File: src/rtl/fp_mac_seq_master_if.sv
// Avalon-MM bus bundle for fp_mac_seq_master: memory master port and MAC-slave master port.
interface fp_mac_seq_master_if #(
  parameter int ADDR_W = 32
);
  logic [ADDR_W-1:0] mem_address;
  logic              mem_read;
  logic              mem_write;
  logic [31:0]       mem_writedata;
  logic [31:0]       mem_readdata;
  logic              mem_waitrequest;

  logic              acc_chipselect;
  logic [2:0]        acc_address;
  logic              acc_write;
  logic [31:0]       acc_writedata;
  logic              acc_read;
  logic [31:0]       acc_readdata;
  logic              acc_waitrequest;

  modport master (
    output mem_address, mem_read, mem_write, mem_writedata,
    input  mem_readdata, mem_waitrequest,
    output acc_chipselect, acc_address, acc_write, acc_writedata, acc_read,
    input  acc_readdata, acc_waitrequest
  );

  modport slave (
    input  mem_address, mem_read, mem_write, mem_writedata,
    output mem_readdata, mem_waitrequest,
    input  acc_chipselect, acc_address, acc_write, acc_writedata, acc_read,
    output acc_readdata, acc_waitrequest
  );
endinterface

File: src/rtl/fp_mac_seq_master.sv
// Sequencer that streams {A,B,C} records from memory into the fp_mac_dma slave and stores A*B+C.
// Define FP_MAC_SEQ_ACCUM_EN for dot-product mode (previous result fed back as C, one final store).
module fp_mac_seq_master #(
  parameter int ADDR_W = 32,
  parameter int CNT_W  = 16
) (
  input  logic                clk,
  input  logic                reset,
  input  logic                start,
  input  logic [ADDR_W-1:0]   src_addr,
  input  logic [ADDR_W-1:0]   dst_addr,
  input  logic [CNT_W-1:0]    count,
  output logic                busy,
  output logic                done,
  fp_mac_seq_master_if.master bus
);

  typedef enum logic [3:0] {
    IDLE, RD_A, WR_A, RD_B, WR_B, RD_C, WR_C, ACC_RD, ACC_WAIT, WR_RES, DONE
  } state_t;

  state_t            state;
  logic [ADDR_W-1:0] rec_ptr;
  logic [ADDR_W-1:0] res_ptr;
  logic [CNT_W-1:0]  cnt_q;
  logic [CNT_W-1:0]  rec_idx;

  logic [ADDR_W-1:0] mem_address;
  logic              mem_read;
  logic              mem_write;
  logic [31:0]       mem_writedata;
  logic              acc_chipselect;
  logic [2:0]        acc_address;
  logic              acc_write;
  logic [31:0]       acc_writedata;
  logic              acc_read;

  logic              last_rec;
  logic              skip_c;
  logic [31:0]       prev_res;
  logic [ADDR_W-1:0] rec_step;

`ifdef FP_MAC_SEQ_ACCUM_EN
  logic [31:0]       res_q;
  // Record 0 is a full {A,B,C} triple; later records are {A,B} pairs.
  assign rec_step = (rec_idx == '0) ? ADDR_W'(12) : ADDR_W'(8);
  assign skip_c   = (rec_idx != '0);
  assign prev_res = res_q;
`else
  assign rec_step = ADDR_W'(12);
  assign skip_c   = 1'b0;
  assign prev_res = 32'd0;
`endif

  assign last_rec = (rec_idx == cnt_q - 1'b1);

  assign bus.mem_address    = mem_address;
  assign bus.mem_read       = mem_read;
  assign bus.mem_write      = mem_write;
  assign bus.mem_writedata  = mem_writedata;
  assign bus.acc_chipselect = acc_chipselect;
  assign bus.acc_address    = acc_address;
  assign bus.acc_write      = acc_write;
  assign bus.acc_writedata  = acc_writedata;
  assign bus.acc_read       = acc_read;

  // All bus strobes are registered and set on entry to the state that owns them,
  // so a request is held untouched for as long as its waitrequest stays high.
  always_ff @(posedge clk) begin
    if (!reset) begin
      state          <= IDLE;
      busy           <= 1'b0;
      done           <= 1'b0;
      mem_read       <= 1'b0;
      mem_write      <= 1'b0;
      mem_address    <= '0;
      mem_writedata  <= '0;
      acc_chipselect <= 1'b0;
      acc_read       <= 1'b0;
      acc_write      <= 1'b0;
      acc_address    <= '0;
      acc_writedata  <= '0;
    end else begin
      done <= 1'b0;
      case (state)
        IDLE: if (start) begin
          rec_ptr <= src_addr;
          res_ptr <= dst_addr;
          cnt_q   <= count;
          rec_idx <= '0;
          busy    <= 1'b1;
          if (count == '0) begin
            state <= DONE;
            done  <= 1'b1;
          end else begin
            state       <= RD_A;
            mem_read    <= 1'b1;
            mem_address <= src_addr;
          end
        end
        RD_A: if (!bus.mem_waitrequest) begin
          state          <= WR_A;
          mem_read       <= 1'b0;
          acc_chipselect <= 1'b1;
          acc_write      <= 1'b1;
          acc_address    <= 3'd0;
          acc_writedata  <= bus.mem_readdata;
        end
        WR_A: if (!bus.acc_waitrequest) begin
          state          <= RD_B;
          acc_chipselect <= 1'b0;
          acc_write      <= 1'b0;
          mem_read       <= 1'b1;
          mem_address    <= rec_ptr + ADDR_W'(4);
        end
        RD_B: if (!bus.mem_waitrequest) begin
          state          <= WR_B;
          mem_read       <= 1'b0;
          acc_chipselect <= 1'b1;
          acc_write      <= 1'b1;
          acc_address    <= 3'd1;
          acc_writedata  <= bus.mem_readdata;
        end
        WR_B: if (!bus.acc_waitrequest) begin
          if (skip_c) begin
            state         <= WR_C;
            acc_address   <= 3'd2;
            acc_writedata <= prev_res;
          end else begin
            state          <= RD_C;
            acc_chipselect <= 1'b0;
            acc_write      <= 1'b0;
            mem_read       <= 1'b1;
            mem_address    <= rec_ptr + ADDR_W'(8);
          end
        end
        RD_C: if (!bus.mem_waitrequest) begin
          state          <= WR_C;
          mem_read       <= 1'b0;
          acc_chipselect <= 1'b1;
          acc_write      <= 1'b1;
          acc_address    <= 3'd2;
          acc_writedata  <= bus.mem_readdata;
        end
        WR_C: if (!bus.acc_waitrequest) begin
          state       <= ACC_RD;
          acc_write   <= 1'b0;
          acc_read    <= 1'b1;
          acc_address <= 3'd0;
        end
        // The slave's read is a single fixed-latency beat: no waitrequest handshake.
        ACC_RD: begin
          state          <= ACC_WAIT;
          acc_chipselect <= 1'b0;
          acc_read       <= 1'b0;
        end
        ACC_WAIT: begin
`ifdef FP_MAC_SEQ_ACCUM_EN
          if (!last_rec) begin
            state       <= RD_A;
            res_q       <= bus.acc_readdata;
            rec_ptr     <= rec_ptr + rec_step;
            rec_idx     <= rec_idx + 1'b1;
            mem_read    <= 1'b1;
            mem_address <= rec_ptr + rec_step;
          end else
`endif
          begin
            state         <= WR_RES;
            mem_write     <= 1'b1;
            mem_address   <= res_ptr;
            mem_writedata <= bus.acc_readdata;
          end
        end
        WR_RES: if (!bus.mem_waitrequest) begin
          mem_write <= 1'b0;
          res_ptr   <= res_ptr + ADDR_W'(4);
          rec_idx   <= rec_idx + 1'b1;
          if (last_rec) begin
            state <= DONE;
            done  <= 1'b1;
          end else begin
            state       <= RD_A;
            rec_ptr     <= rec_ptr + rec_step;
            mem_read    <= 1'b1;
            mem_address <= rec_ptr + rec_step;
          end
        end
        DONE: begin
          state <= IDLE;
          busy  <= 1'b0;
        end
        default: state <= IDLE;
      endcase
    end
  end

endmodule

File: src/flat_wrapper.sv
// flat-port wrapper written by rule: the top's interface ports become plain ports
module fp_mac_seq_master_flat 
#(
  parameter int ADDR_W = 32,
  parameter int CNT_W  = 16
)
  (clk, reset, start, src_addr, dst_addr, count, busy, done, bus_mem_address, bus_mem_read, bus_mem_write, bus_mem_writedata, bus_mem_readdata, bus_mem_waitrequest, bus_acc_chipselect, bus_acc_address, bus_acc_write, bus_acc_writedata, bus_acc_read, bus_acc_readdata, bus_acc_waitrequest);
  fp_mac_seq_master_if #(.ADDR_W(ADDR_W)) bus_i ();
  input  logic clk;
  input  logic reset;
  input  logic start;
  input  logic [ADDR_W-1:0] src_addr;
  input  logic [ADDR_W-1:0] dst_addr;
  input  logic [CNT_W-1:0] count;
  output logic busy;
  output logic done;
  output wire logic [$bits(bus_i.mem_address)-1:0] bus_mem_address;
  output wire logic [$bits(bus_i.mem_read)-1:0] bus_mem_read;
  output wire logic [$bits(bus_i.mem_write)-1:0] bus_mem_write;
  output wire logic [$bits(bus_i.mem_writedata)-1:0] bus_mem_writedata;
  input wire logic [$bits(bus_i.mem_readdata)-1:0] bus_mem_readdata;
  input wire logic [$bits(bus_i.mem_waitrequest)-1:0] bus_mem_waitrequest;
  output wire logic [$bits(bus_i.acc_chipselect)-1:0] bus_acc_chipselect;
  output wire logic [$bits(bus_i.acc_address)-1:0] bus_acc_address;
  output wire logic [$bits(bus_i.acc_write)-1:0] bus_acc_write;
  output wire logic [$bits(bus_i.acc_writedata)-1:0] bus_acc_writedata;
  output wire logic [$bits(bus_i.acc_read)-1:0] bus_acc_read;
  input wire logic [$bits(bus_i.acc_readdata)-1:0] bus_acc_readdata;
  input wire logic [$bits(bus_i.acc_waitrequest)-1:0] bus_acc_waitrequest;
  assign bus_mem_address = bus_i.mem_address;
  assign bus_mem_read = bus_i.mem_read;
  assign bus_mem_write = bus_i.mem_write;
  assign bus_mem_writedata = bus_i.mem_writedata;
  assign bus_i.mem_readdata = bus_mem_readdata;
  assign bus_i.mem_waitrequest = bus_mem_waitrequest;
  assign bus_acc_chipselect = bus_i.acc_chipselect;
  assign bus_acc_address = bus_i.acc_address;
  assign bus_acc_write = bus_i.acc_write;
  assign bus_acc_writedata = bus_i.acc_writedata;
  assign bus_acc_read = bus_i.acc_read;
  assign bus_i.acc_readdata = bus_acc_readdata;
  assign bus_i.acc_waitrequest = bus_acc_waitrequest;
  fp_mac_seq_master #(.ADDR_W(ADDR_W), .CNT_W(CNT_W)) u_core (.clk(clk), .reset(reset), .start(start), .src_addr(src_addr), .dst_addr(dst_addr), .count(count), .busy(busy), .done(done), .bus(bus_i));
endmodule
File: config.mk
export PLATFORM = sky130hd
export DESIGN_NAME = fp_mac_seq_master_flat
export DESIGN_NICKNAME = d
export VERILOG_FILES = /design/src/rtl/fp_mac_seq_master_if.sv /design/src/rtl/fp_mac_seq_master.sv /design/src/flat_wrapper.sv
export SDC_FILE = /design/constraint.sdc
export NUM_CORES = 1
export LEC_CHECK = 0
export CORE_UTILIZATION = 43
export DETAILED_ROUTE_END_ITERATION = 7
export HOLD_SLACK_MARGIN = 0.12
export MAX_ROUTING_LAYER = met4
export PLACE_DENSITY = 0.79
export SYNTH_ARGS = -nofsm -noshare
export SYNTH_HDL_FRONTEND = slang
export SYNTH_SLANG_ARGS = --single-unit
export TNS_END_PERCENT = 20
File: constraint.sdc
create_clock -name clk -period 8.3 [get_ports clk]
set_input_delay 1.66 -clock clk [delete_from_list [all_inputs] [get_ports clk]]
set_output_delay 1.66 -clock clk [all_outputs]
set_load 0.03 [all_outputs]
# Yosys cells after proc, flatten, opt, wreduce, memory -nomap -nowiden
# Index checks and enable logic that the tools add are counted.
word_totals:
  reg_bits: 206
  inputBits: 149
  out_inout_bits: 106
classes:
  reduce_logical: 27
  addsub: 6
  bitwise_logic: 1
  n_mux: 51
  eq_ne: 24
op_table:
  columns: ["op", "count"]
  rows:
  - ["two-way mux 32 bit", 9]
  - ["case mux 32 bit (5 select lines)", 1]
  - ["case mux 32 bit (2 select lines)", 2]
  - ["adder 32 x 3 -> 32 bit (second input constant)", 2]
  - ["adder 32 x 4 -> 32 bit (second input constant)", 2]
  - ["two-way mux 4 bit", 10]
  - ["case mux 4 bit (10 select lines)", 1]
  - ["two-way mux 16 bit", 2]
  - ["case mux 16 bit (2 select lines)", 1]
  - ["!= test 2 bit (second input constant)", 13]
  - ["adder 16 x 1 -> 16 bit (second input constant)", 1]
  - ["== test 16 bit", 1]
  - ["== test 4 x 3 -> 1 bit (second input constant)", 4]
  - ["logical NOT 16 bit", 1]
  - ["subtractor 16 x 1 -> 16 bit (second input constant)", 1]
  - ["AND reduction 7 bit", 2]
  - ["two-way mux 1 bit", 13]
  - ["== test 4 bit (second input constant)", 3]
  - ["two-way mux 3 bit", 4]
  - ["case mux 3 bit (4 select lines)", 1]
  - ["case mux 1 bit (2 select lines)", 5]
  - ["AND reduction 5 bit", 2]
  - ["nonzero test 2 bit", 5]
  - ["AND reduction 3 bit", 3]
  - ["other kinds (14)", 20]

# Logic depth before layout (Yosys ltp)
depth:
  word_depth: 5
  ltp_mapped: 10
  ltp_nobuf: 9

# Least setup slack after synthesis
# No wires, ideal clock.
synth_path:
  path_type: "input-to-reg"
  start: "input port reset"
  end: "register u_core.rec_ptr[10] (enable)"
  setup_slack_ns: 2.155
  arrival_ns: 5.682
  required_time_ns: 7.837
  setup_ns: 0.463
  cell_stages: 4
  cell_sequence: "clkbuf_1 > buf_1 > o21a_1 > a21boi_0"
synth_via:
  elab_chain_len: 1
synth_lines:
  columns: ["item", "line", "text"]
  rows:
  - ["start, declared", "flat_wrapper.sv:10", "input logic reset;"]
  - ["AND reduction 5 bit (no source line)", null, null]
  - ["end signal, assigned", "fp_mac_seq_master.sv:87", "rec_ptr <= src_addr;"]
  - ["end signal, assigned", "fp_mac_seq_master.sv:184", "rec_ptr <= rec_ptr + rec_step;"]
  - ["end, declared", "fp_mac_seq_master.sv:23", "logic [ADDR_W-1:0] rec_ptr;"]
# No other way between the ends.
# A chain may end at the register's enable or synchronous reset.

# Final worst setup path
layout_path:
  start: "register u_core.state[3]"
  end: "register u_core.mem_address[23], in the netlist u_core.bus.mem_address[23]"
layout_via:
  elab_chain_len: 3
layout_lines:
  columns: ["item", "line", "text"]
  rows:
  - ["start, declared", "fp_mac_seq_master.sv:22", "state_t state;"]
  - ["start signal, assigned", "fp_mac_seq_master.sv:71", "state <= IDLE;"]
  - ["start signal, assigned", "fp_mac_seq_master.sv:93", "state <= DONE;"]
  - ["start signal, assigned", "fp_mac_seq_master.sv:96", "state <= RD_A;"]
  - ["== test 4 bit, or another cell as far along", "fp_mac_seq_master.sv:85", "case (state)"]
  - ["nonzero test 5 bit (no source line) or != test 2 bit (tied branches)", null, null]
  - ["AND reduction 7 bit (no source line)", null, null]
  - ["end signal, assigned", "fp_mac_seq_master.sv:98", "mem_address <= src_addr;"]
  - ["end signal, assigned", "fp_mac_seq_master.sv:114", "mem_address <= rec_ptr + ADDR_W'(4);"]
  - ["end signal, assigned", "fp_mac_seq_master.sv:134", "mem_address <= rec_ptr + ADDR_W'(8);"]
  - ["end, declared", "fp_mac_seq_master.sv:28", "logic [ADDR_W-1:0] mem_address;"]
# Parallel ways exist; a longest one is shown, timed or not.

==> results.tsv <==
stage	metric	value	unit
worst_setup_path	critPathRequiredTime	8.69	ns
pwr	p_int	2.42	mW
global_route	antenna_found_initial	0	
pwr	pwr-share-clk	27.8	%
timing	maxSlewViolCount	0	
place	io_buffers	253	
timing	finClkSkew	0.0264	ns
routing	finalWirelength	38.5	mm
place	routabilityCongestion	1.04	
worst_setup_path	cp_common_cell	nand2_1	
timing	worst_pin_slew	1.23	ns
timing	min_period	3.79	ns
yosys	ys_warn_count	0	
worst_setup_path	max_stage_delay	0.96	ns
place	dpl.hpwl	27.3	mm
clocking	root_buffer	clkbuf_16	
layout	n_antenna_cell	0	
yosys	synth-edff-count	96	
yosys	synth-seq-cells	205	
worst_setup_path	crit_arrival	4.18	ns
floorplanning	die-area	28200	µm²
global_route	grt-ovfl-total	0	
timing	hold_violations	0	
floorplanning	die_w	168	µm
yosys	postSynthAreaPerCell	8.51	µm²
layout	drive_gt1_share	5.40	%
floorplanning	num_rows	60	
clocking	holdBufCountCts	0	
timing	rsz0062_at_grt	false	
pwr	leakage	5.26	nW
timing	period_share	45.7	%
clocking	ctsLongestPathBuffers	3	
global_route	grt_pass1_vias	10900	
pwr	power	3.86	mW
routing	detail_route.first_pass.iterations	5	
pwr	p_sw_share	37.3	%
floorplanning	start_util	43.9	%
global_route	grtUsageTotal	27.5	%
worst_setup_path	crit_fanout	24	
pwr	comb_power_share	35.6	%
routing	postRouteAntennaNets	0	
routing	drt_iter0_markers	1217	
yosys	netlist_instances	1393	
routing	routed_via_density	5.82	
floorplanning	die_y	168	µm
clocking	cts_max_level	1	
worst_setup_path	worstSetupPathType	flop to flop	
layout	area_growth	29.6	%
outcome	status	finished, final reports clean	
yosys	ys_types	74	
pwr	vdd_ir_drop_max	0.197	mV
timing	relSlewSlack	16.9	%
clocking	cts.clk_slew.worst_paths	0.06	ns
yosys	synthArstFlopShare	0	%
timing	fmax	264	MHz
timing	setup_tns	0	ns
layout	nets	1748	
global_route	grt_pass1_wl	59.9	mm
worst_setup_path	end_kind	flop	
clocking	post_cts.repair.setup_buffers	0	
pwr	seq_power_share	36.7	%
yosys	yosysSeqAreaShare	42.7	%
yosys	synth_ff_type	dfxtp_1	
worst_setup_path	path_cells	nor2_1 > nand2_1 > nand2_1 > o221ai_1 > o311ai_0 > mux2i_1	
clocking	cts_buffers	25	
floorplanning	coreArea	27000	µm²
pwr	power_density	251	nW/µm²
clocking	cts_resized	0	
routing	drc_errors	0	
routing	vias	11400	
yosys	syn-num-nets	1549	
worst_setup_path	start_kind	flop	
routing	wl_per_cell	19.7	µm
clocking	cts.sinks	205	
clocking	clk_latency	0.54	ns
timing	setup_viol	0	
global_route	grt_max_degree	85	
hold_path	hold_class	flop to flop	
yosys	syn-cell-area	11900	µm²
worst_setup_path	crit_slowest_cell	nand2_1	
pwr	switchingPower	1.44	mW
floorplanning	ioPinCount	255	
flow_run	drv_cap	0	
clocking	cts_tree	yes	
registers in the layout (all words and copies together), names as in the netlist:
name	cells
u_core.rec_idx	16
u_core.cnt_q	16
u_core.bus.acc_address	2
u_core.bus.mem_address	32
u_core.bus.mem_writedata	32
u_core.busy	1
u_core.res_ptr	32
u_core.rec_ptr	32
u_core.bus.acc_read	1
u_core.bus.mem_read	1
u_core.done	1
u_core.state	4
u_core.bus.acc_write	1
u_core.bus.acc_writedata	32
u_core.bus.mem_write	1
u_core.bus.acc_chipselect	1
worst max-delay path: cells and delay by family, from the launching register on:
family | cells | cell delay (ns)
AND/OR/NAND/NOR | 3 | 2.15
AO/OA/AOI/OAI | 2 | 0.79
flip-flops | 1 | 0.56
multiplexers | 1 | 0.13
layout by cell type (no fill, tap or decap), types with 5 or more instances in the layout:
master           synthesis  routed
nand2_1                305     305
clkdlybuf4s50_1          0     252
dfxtp_1                109     109
o21ai_0                 99      99
edfxtp_1                96      96
nor2_1                  71      69
a21boi_0                68      67
a21oi_1                 58      58
xnor2_1                 50      50
xor2_1                  41      41
nand3_1                 40      40
mux2i_1                 37      37
nand4_1                 28      28
clkbuf_16                0      26
nor3_1                  24      24
inv_1                   22      22
nor4_1                  22      22
o221ai_1                18      18
and3_1                  16      16
or3_1                   15      15
buf_4                    1      15
o31ai_1                 14      14
a31oi_1                 11      11
o211ai_1                11      11
and2_1                  10      10
nor2b_1                 10      10
or4_1                   10      10
nand2b_1                 8       8
o221a_2                  7       7
a22oi_1                  7       7
ha_1                     7       7
and4_1                   6       6
o22ai_1                  6       6
clkbuf_8                 0       6
or2_2                    5       5
a21o_1                   5       5
clkinv_2                 0       5
cells by family (layout without fill, tap and decap cells):
family	after synthesis	count (layout)	synth area share, %
compound gates	341	341	18.9
xor+xnor	91	91	6.72
fa+ha+maj	7	7	0.738
buf+inv	118	335	4.19
flops	205	205	42.7
mux	37	37	3.12
other cells	1	1	0.0316
simple gates	593	593	23.6
final cells by class:
type / instances / area, µm²
Clock buffer: 34 / 741
Clock inverter: 11 / 70.1
Fill cell: 2401 / 11700
Inverter: 23 / 86.3
Multi-Input combinational cell: 1070 / 6350
Sequential cell: 205 / 5060
Tap cell: 341 / 427
Timing Repair Buffer: 267 / 2640
worst paths after layout:
kind	start	to	slack [ns]	cells past startpoint
setup reg to reg	u_core.state[3]	u_core.bus.mem_address[23]	4.51	6
setup / recovery	u_core.state[3]	u_core.bus.mem_address[23]	4.51	6
hold / removal	u_core.bus.mem_read	u_core.bus.mem_read	0.45	2
hold reg to reg	u_core.bus.mem_read	u_core.bus.mem_read	0.45	2
cell usage after synthesis (4+ instances only):
master / n / area share (%)
xor2_1: 41 / 3.0
nor2_1: 71 / 2.2
and2_1: 10 / 0.53
nor2b_1: 10 / 0.53
o221a_2: 7 / 0.66
o31ai_1: 14 / 0.89
inv_1: 22 / 0.70
and3_1: 16 / 0.84
a22oi_1: 7 / 0.44
clkbuf_1: 81 / 2.6
buf_1: 9 / 0.28
nor3_1: 24 / 1.0
o22ai_1: 6 / 0.32
or2_2: 5 / 0.26
o221ai_1: 18 / 1.3
mux2i_1: 37 / 3.1
edfxtp_1: 96 / 24
or3_1: 15 / 0.79
ha_1: 7 / 0.74
nand2_1: 305 / 9.7
nor4_1: 22 / 1.2
xnor2_1: 50 / 3.7
nand4_1: 28 / 1.5
and4_1: 6 / 0.44
dfxtp_1: 109 / 18
nand3_1: 40 / 1.7
a21o_1: 5 / 0.32
o211ai_1: 11 / 0.70
o21ai_0: 99 / 4.2
o21a_1: 5 / 0.32
nand2b_1: 8 / 0.42
a31oi_1: 11 / 0.58
or4_1: 10 / 0.63
a222oi_1: 4 / 0.34
a21oi_1: 58 / 2.4
a21boi_0: 68 / 4.3
metrics by stage:
step | utilization [%] | setup WS [ns] | instances | cell area [µm²] | hold WS [ns]
floorplan | - | 2.16 | 1393 | 11900 | 0.567
global placement | 53.9 | 4.19 | 1906 | 14600 | 0.434
detailed placement | 53.9 | 4.10 | 1906 | 14600 | 0.437
CTS | 56.9 | 4.54 | 1951 | 15400 | 0.449
global route | 56.9 | 4.29 | 1951 | 15400 | 0.467
finish | 56.9 | 4.51 | 1951 | 15400 | 0.448
per-layer routing:
layer | global-route usage (%) | wire length (µm) | vias up
met5 | - | 0 | -
met3 | 3.64 | 2610 | 86
met1 | 34.2 | 15600 | 5349
li1 | - | - | 5432
met4 | 11.5 | 1740 | 0
met2 | 45.3 | 18500 | 496
power groups by stage:
stage / Combinational (mW) / Clock, mW / Sequential, mW
after floorplan: 0.729 / 0 / 1.56
after global placement: 1.35 / 0 / 1.43
after detailed placement: 1.37 / 0 / 1.43
after CTS: 1.37 / 1.09 / 1.41
after global routing: 1.47 / 1.13 / 1.44
final: 1.37 / 1.07 / 1.41
(Power assumes the default switching activity.)
